===== src/rtl/xbus_seq.sv =====
// xbus_seq: bus-cycle sequencer for the multiplexed 8-bit RAM bus.
// Turns a single-cycle CPU request into address-low, optional address-high and data
// phases, and returns read data with a one-cycle ack. The address-high phase is skipped
// when the RAM is known to already hold the same high byte.
//
// Ports:
//   wb_clk_i, rst          clock, synchronous active-high reset
//   req, req_we, req_addr, req_wdata
//                          request pulse and its payload, sampled only while idle
//   busy, ack, rdata       access in progress, completion pulse, read data
//   ram_enabled            RAM enable; when low the RAM zeroes its address
//   bus_out, bus_oe, bus_in
//                          memory bus byte out, drive enable, byte in
//   le_lo_act, le_hi_act   address-low / address-high latch strobes
//   WEb_raw                active-low write strobe
module xbus_seq #(
    parameter int unsigned WAIT_CYCLES = 0
) (
    input  logic        wb_clk_i,
    input  logic        rst,
    input  logic        req,
    input  logic        req_we,
    input  logic [15:0] req_addr,
    input  logic [7:0]  req_wdata,
    output logic        busy,
    output logic        ack,
    output logic [7:0]  rdata,
    input  logic        ram_enabled,
    output logic [7:0]  bus_out,
    output logic        bus_oe,
    input  logic [7:0]  bus_in,
    output logic        le_lo_act,
    output logic        le_hi_act,
    output logic        WEb_raw
);

    localparam logic [3:0] WaitLoad = 4'(WAIT_CYCLES);

    typedef enum logic [1:0] {
        StIdle,
        StAlo,
        StAhi,
        StData
    } state_e;

    state_e      state_q, state_d;
    logic [15:0] addr_q, addr_d;
    logic        we_q, we_d;
    logic [7:0]  wdata_q, wdata_d;
    logic [3:0]  cnt_q, cnt_d;
    logic [7:0]  hi_last_q, hi_last_d;
    logic        hi_valid_q, hi_valid_d;
    logic [7:0]  rdata_q, rdata_d;
    logic        ack_q, ack_d;
    logic        busy_q, busy_d;
    logic [7:0]  bus_out_q, bus_out_d;
    logic        bus_oe_q, bus_oe_d;
    logic        le_lo_q, le_lo_d;
    logic        le_hi_q, le_hi_d;
    logic        web_q, web_d;

    // Next-state logic.
    always_comb begin
        state_d    = state_q;
        addr_d     = addr_q;
        we_d       = we_q;
        wdata_d    = wdata_q;
        cnt_d      = cnt_q;
        hi_last_d  = hi_last_q;
        hi_valid_d = hi_valid_q;
        rdata_d    = rdata_q;
        ack_d      = 1'b0;

        unique case (state_q)
            StIdle: begin
                if (req) begin
                    addr_d  = req_addr;
                    we_d    = req_we;
                    wdata_d = req_wdata;
                    state_d = StAlo;
                end
            end
            StAlo: begin
                if (hi_valid_q && (hi_last_q == addr_q[15:8])) begin
                    state_d = StData;
                    cnt_d   = WaitLoad;
                end else begin
                    state_d = StAhi;
                end
            end
            StAhi: begin
                hi_last_d  = addr_q[15:8];
                hi_valid_d = 1'b1;
                state_d    = StData;
                cnt_d      = WaitLoad;
            end
            StData: begin
                if (cnt_q == 4'd0) begin
                    state_d = StIdle;
                    ack_d   = 1'b1;
                    if (!we_q) begin
                        rdata_d = ram_enabled ? bus_in : 8'h00;
                    end
                end else begin
                    cnt_d = cnt_q - 4'd1;
                end
            end
        endcase

        // A disabled RAM zeroes its address, so the remembered high byte is stale.
        if (!ram_enabled) begin
            hi_valid_d = 1'b0;
        end
    end

    // Registered bus-side outputs, decoded from the state being entered.
    always_comb begin
        busy_d    = (state_d != StIdle);
        bus_out_d = 8'h00;
        bus_oe_d  = 1'b0;
        le_lo_d   = 1'b0;
        le_hi_d   = 1'b0;
        web_d     = 1'b1;

        unique case (state_d)
            StIdle: begin
            end
            StAlo: begin
                bus_out_d = addr_d[7:0];
                bus_oe_d  = 1'b1;
                le_lo_d   = 1'b1;
            end
            StAhi: begin
                bus_out_d = addr_d[15:8];
                bus_oe_d  = 1'b1;
                le_hi_d   = 1'b1;
            end
            StData: begin
                if (we_d) begin
                    bus_out_d = wdata_d;
                    bus_oe_d  = 1'b1;
                    web_d     = ~ram_enabled;
                end
            end
        endcase
    end

    always_ff @(posedge wb_clk_i) begin
        if (rst) begin
            state_q    <= StIdle;
            addr_q     <= 16'h0000;
            we_q       <= 1'b0;
            wdata_q    <= 8'h00;
            cnt_q      <= 4'd0;
            hi_last_q  <= 8'h00;
            hi_valid_q <= 1'b0;
            rdata_q    <= 8'h00;
            ack_q      <= 1'b0;
            busy_q     <= 1'b0;
            bus_out_q  <= 8'h00;
            bus_oe_q   <= 1'b0;
            le_lo_q    <= 1'b0;
            le_hi_q    <= 1'b0;
            web_q      <= 1'b1;
        end else begin
            state_q    <= state_d;
            addr_q     <= addr_d;
            we_q       <= we_d;
            wdata_q    <= wdata_d;
            cnt_q      <= cnt_d;
            hi_last_q  <= hi_last_d;
            hi_valid_q <= hi_valid_d;
            rdata_q    <= rdata_d;
            ack_q      <= ack_d;
            busy_q     <= busy_d;
            bus_out_q  <= bus_out_d;
            bus_oe_q   <= bus_oe_d;
            le_lo_q    <= le_lo_d;
            le_hi_q    <= le_hi_d;
            web_q      <= web_d;
        end
    end

    assign busy      = busy_q;
    assign ack       = ack_q;
    assign rdata     = rdata_q;
    assign bus_out   = bus_out_q;
    assign bus_oe    = bus_oe_q;
    assign le_lo_act = le_lo_q;
    assign le_hi_act = le_hi_q;
    assign WEb_raw   = web_q;

endmodule


===== config.mk =====
export PLATFORM = sky130hd
export DESIGN_NAME = xbus_seq
export DESIGN_NICKNAME = d
export VERILOG_FILES = /design/src/rtl/xbus_seq.sv
export SDC_FILE = /design/constraint.sdc
export NUM_CORES = 1
export LEC_CHECK = 0
export CAP_MARGIN = 15
export CORE_MARGIN = 1
export CORE_UTILIZATION = 40
export CTS_CLUSTER_DIAMETER = 80
export CTS_CLUSTER_SIZE = 25
export DETAILED_ROUTE_END_ITERATION = 10
export PLACE_DENSITY = 0.68
export SYNTH_ARGS = -nofsm -noshare
export SYNTH_HDL_FRONTEND = slang
export SYNTH_SLANG_ARGS = --single-unit

===== constraint.sdc =====
create_clock -name wb_clk_i -period 2.7 [get_ports wb_clk_i]
set_input_delay 0.27 -clock wb_clk_i [delete_from_list [all_inputs] [get_ports wb_clk_i]]
set_output_delay 0.27 -clock wb_clk_i [all_outputs]
set_load 0.05 [all_outputs]

==> impl_metrics.prom <==
# TYPE chip_impl_metric gauge
chip_impl_info{name="outcome",value="finished clean"} 1
chip_impl_metric{name="num-nets-final",unit=""} 374
chip_impl_info{name="final_cell_mix",value="dfxtp_1 (62), clkdlybuf4s50_1 (58), nor2_1 (31), mux2i_1 (25), a21oi_1 (20)"} 1
chip_impl_metric{name="firstDrtPassIters",unit=""} 4
chip_impl_metric{name="syn_avg_cell_area",unit="um^2"} 9.62
chip_impl_info{name="cell_with_the_biggest_individual_delay_on_the_critical_path",value="or3b_1"} 1
chip_impl_metric{name="drc",unit=""} 0
chip_impl_metric{name="htree_num_levels",unit=""} 3
chip_impl_metric{name="synthDistinctLibCells",unit=""} 43
chip_impl_metric{name="drtIter0Drc",unit=""} 42
chip_impl_metric{name="mapped_nets",unit=""} 315
chip_impl_metric{name="peakVddDrop",unit="mV"} 0.397
chip_impl_metric{name="first_global_vias",unit=""} 1964
chip_impl_info{name="holdCritPathClass",value="flip-flop to flip-flop"} 1
chip_impl_info{name="rsz0062_at_grt",value="no"} 1
chip_impl_metric{name="worstSetupPathDepth",unit=""} 9
chip_impl_info{name="ctsRootBufferMaster",value="clkbuf_8"} 1
chip_impl_metric{name="routed_wire_length_per_instance",unit="um"} 14.2
chip_impl_metric{name="slowest_delay",unit="ns"} 0.50
chip_impl_metric{name="worst_skew_pair.late_latency",unit="ns"} 0.33
chip_impl_metric{name="vias",unit=""} 2074
chip_impl_metric{name="cts-root-to-sink-buffers",unit=""} 2
chip_impl_info{name="worst_r2r_endpoint",value="bus_out[0]"} 1
chip_impl_metric{name="cts_buffers",unit=""} 9
chip_impl_metric{name="number_of_antenna_violations_at_the_first_check_in_global_routing",unit=""} 0
chip_impl_info{name="cts_tree",value="yes"} 1
chip_impl_metric{name="totalNegativeSetupSlack",unit="ns"} 0
chip_impl_metric{name="routed_wirelength",unit="um"} 5850
chip_impl_metric{name="cts.sink_count",unit=""} 62
chip_impl_metric{name="grt_start_max_net_pins",unit=""} 31
chip_impl_metric{name="rr_worst_depth",unit=""} 9
chip_impl_metric{name="cellLeakagePower",unit="nW"} 1.28
chip_impl_metric{name="post_route_cells_drive_above_1_share",unit=""} 0.0955
chip_impl_metric{name="post_synthesis_cells",unit=""} 271
chip_impl_metric{name="worst-slew-pin-transition",unit="ns"} 0.636
chip_impl_metric{name="arrival_time_of_the_worst_setup_path",unit="ns"} 2.77
chip_impl_metric{name="cts_resized",unit=""} 0
chip_impl_metric{name="maximum_achievable_frequency",unit="MHz"} 402
chip_impl_metric{name="multi_input_area",unit="mm^2"} 0.00124
chip_impl_metric{name="post_drt_via_cell_ratio",unit=""} 5.03
chip_impl_metric{name="grt_first_pass_wirelength",unit="um"} 9350
chip_impl_metric{name="start_util",unit=""} 0.413
chip_impl_metric{name="period_needed",unit="ns"} 2.49
chip_impl_metric{name="power.density_cell_area",unit="mW/mm^2"} 649
chip_impl_metric{name="area.growth.synth_to_final",unit="%"} 32.0
chip_impl_metric{name="num-fill-cells",unit=""} 586
chip_impl_metric{name="yosys_register_bits",unit=""} 62
chip_impl_metric{name="critical_path_required",unit="ns"} 2.98
chip_impl_metric{name="timing_max_transition_violations_final",unit=""} 0
chip_impl_info{name="worstPathCellList",value="inv_1 > ha_1 > or3b_1 > or2_4 > o31ai_1 > ha_1 > clkinv_1 > o22ai_1 > o21a_1"} 1
chip_impl_metric{name="port_buffers",unit=""} 58
chip_impl_metric{name="timing.max_cap.violations",unit=""} 0
chip_impl_info{name="crit_family",value="simple AND/OR/NAND/NOR gates"} 1
chip_impl_info{name="layout_commonest_cell",value="dfxtp_1"} 1
chip_impl_info{name="worstSetupStartpointType",value="flip-flop"} 1
chip_impl_info{name="critical_path.most_common_cell",value="ha_1"} 1
chip_impl_metric{name="post_layout_nonfiller_instances",unit=""} 412
chip_impl_metric{name="cts.repair_timing.setup_buffer_count",unit=""} 0
chip_impl_metric{name="min_period_over_period",unit=""} 0.921
chip_impl_metric{name="yosysWarningCount",unit=""} 0
chip_impl_metric{name="count_of_endpoints_failing_setup_in_the_final_report",unit=""} 0
chip_impl_metric{name="globalplace.congestion",unit=""} 0.722
chip_impl_metric{name="synth_sequential_area_ratio",unit=""} 0.476
chip_impl_metric{name="die_width",unit="um"} 82.7
chip_impl_metric{name="antenna-diode-count",unit=""} 0
chip_impl_metric{name="finalCoreUtilization",unit=""} 0.545
chip_impl_metric{name="global_route.overflow_total",unit=""} 0
chip_impl_info{name="worstSetupEndpointType",value="flip-flop"} 1
chip_impl_metric{name="core",unit="mm^2"} 0.00631
chip_impl_metric{name="die-area",unit="mm^2"} 0.00684
chip_impl_metric{name="pin_count",unit=""} 59
chip_impl_metric{name="hold_viol",unit=""} 0
chip_impl_metric{name="drtAntennaViolNets",unit=""} 0
chip_impl_info{name="critical_path.reg2reg.startpoint",value="cnt_q[0]"} 1
chip_impl_info{name="criticalPathCategory",value="flip-flop to flip-flop"} 1
chip_impl_info{name="endpoint",value="bus_out[0]"} 1
chip_impl_metric{name="syn_area",unit="mm^2"} 0.00261
chip_impl_metric{name="die_height",unit="um"} 82.7
chip_impl_metric{name="cts_hold_repair.buffers",unit=""} 0
chip_impl_metric{name="worst-path-max-fanout",unit=""} 12
chip_impl_info{name="setup.worst_path.start",value="cnt_q[0]"} 1
chip_impl_metric{name="ff2ff_setup_slack",unit="ns"} 0.21
chip_impl_metric{name="clkSlewWorstSetupHoldPaths",unit="ns"} 0.07
chip_impl_metric{name="row_count",unit=""} 29
chip_impl_metric{name="global_route.usage.total",unit=""} 0.187
chip_impl_metric{name="maxSlewHeadroom",unit=""} 0.574
chip_impl_metric{name="seq_area",unit="mm^2"} 0.00124
chip_impl_metric{name="post-dp-hpwl",unit="um"} 4190
chip_impl_metric{name="finClkSkew",unit="ns"} 0.0115
chip_impl_metric{name="critical_path_buf_inv_count",unit=""} 2
chip_impl_metric{name="post-place-cells",unit=""} 396
[routing by layer]
layer,wire length [um],GRT usage
met5,0,0
met4,79,0.0655
met3,354,0.0703
met2,2780,0.305
met1,2640,0.224
[Yosys cell counts]
cell        n  area, um^2
or2_4       1        8.76
o21a_1      8        60.1
o311a_1     1        10.0
and2_1      1        6.26
buf_4       1        7.51
a41o_1      1        10.0
o31a_1      1        8.76
nand2b_1    3        18.8
o21ai_2     7        61.3
mux2i_1    25         250
buf_6       4        45.0
o311ai_0    2        17.5
o21bai_1    1        7.51
or3b_1      1        8.76
a31oi_1     1        6.26
o31ai_1     2        15.0
buf_2       3        15.0
or2_2       1        6.26
dfxtp_1    62        1240
or3_1       1        6.26
o22ai_1     8        50.1
clkinv_1    2        7.51
nand4b_1    1        8.76
nor3_4      1        16.3
nand2_1    18        67.6
nor3b_1     9        67.6
nand4bb_1   1        11.3
ha_1        7        87.6
nand3_1    13        65.1
nor2b_1     1        6.26
a2bb2oi_1   1        8.76
a21oi_1    20         100
buf_1       1        3.75
nand4_1     1        6.26
xnor2_1     9        78.8
o211a_1     1        10.0
o211ai_1    1        7.51
o21ai_0     2        10.0
a211oi_1    1        7.51
clkbuf_1    8        30.0
nor2_1     31         116
nor3_1      2        10.0
inv_1       5        18.8
[power by group]
| part | leakage (nW) | switching, mW | internal (mW) |
|---|---|---|---|
| registers | 0.505 | 0.0322 | 0.968 |
| logic | 0.678 | 0.238 | 0.176 |
| clock network | 0.0996 | 0.342 | 0.476 |
[state kept, by name, indices dropped and copies added (netlist names)]
| name | count |
|---|---|
| le_lo_act | 1 |
| WEb_raw | 1 |
| wdata_q | 8 |
| rdata | 8 |
| busy | 1 |
| bus_oe | 1 |
| le_hi_act | 1 |
| state_q | 2 |
| ack | 1 |
| hi_last_q | 8 |
| bus_out | 8 |
| cnt_q | 4 |
| addr_q | 16 |
| hi_valid_q | 1 |
| we_q | 1 |
[how the worst min path moves through the flow]
stage	start	end	slack, ns	depth (start not counted)
finish	rdata[2]	rdata[2]	0.46	2
detailed placement	rdata[2]	rdata[2]	0.46	2
global placement	rdata[6]	rdata[6]	0.45	2
CTS	rdata[2]	rdata[2]	0.47	2
global route	rdata[5]	rdata[5]	0.49	2
floorplan	req_addr[1]	addr_q[1]	0.44	2
[kinds of logic after synthesis]
family	after synthesis	share of synthesized area
AND/OR/NAND/NOR	86	0.165
flip-flops	62	0.476
multiplexers	25	0.0960
buffers and inverters	24	0.0490
adder cells (fa/ha/maj)	7	0.0336
XOR/XNOR	9	0.0302
AO/OA/AOI/OAI	58	0.150
[stage by stage]
step | power [mW] | area [um^2] | hold slack (ns) | worst slack (ns)
after floorplan | 1.29 | 2610 | 0.437 | 0.437
after global placement | 1.43 | 3240 | 0.447 | 0.338
after detailed placement | 1.43 | 3240 | 0.456 | 0.247
after CTS | 2.26 | 3440 | 0.465 | 0.227
after global routing | 2.33 | 3440 | 0.489 | 0.0699
final | 2.23 | 3440 | 0.460 | 0.214
[worst reg2reg max path, stage by stage (launching register included)]
cell      delay (ns)
dfxtp_1         0.32
inv_1           0.11
ha_1            0.20
or3b_1          0.50
or2_4           0.36
o31ai_1         0.15
ha_1            0.24
clkinv_1        0.21
o22ai_1         0.23
o21a_1          0.12
[area by class of cell]
type | count | share of cell area
clock buffer | 13 | 0.0462
sequential | 62 | 0.361
inverter | 7 | 0.00764
clock inverter | 3 | 0.0124
tap | 77 | 0.0280
multi-input combinational | 185 | 0.361
timing repair buffer | 65 | 0.184
Note: power is estimated with default switching activity, not from simulation.
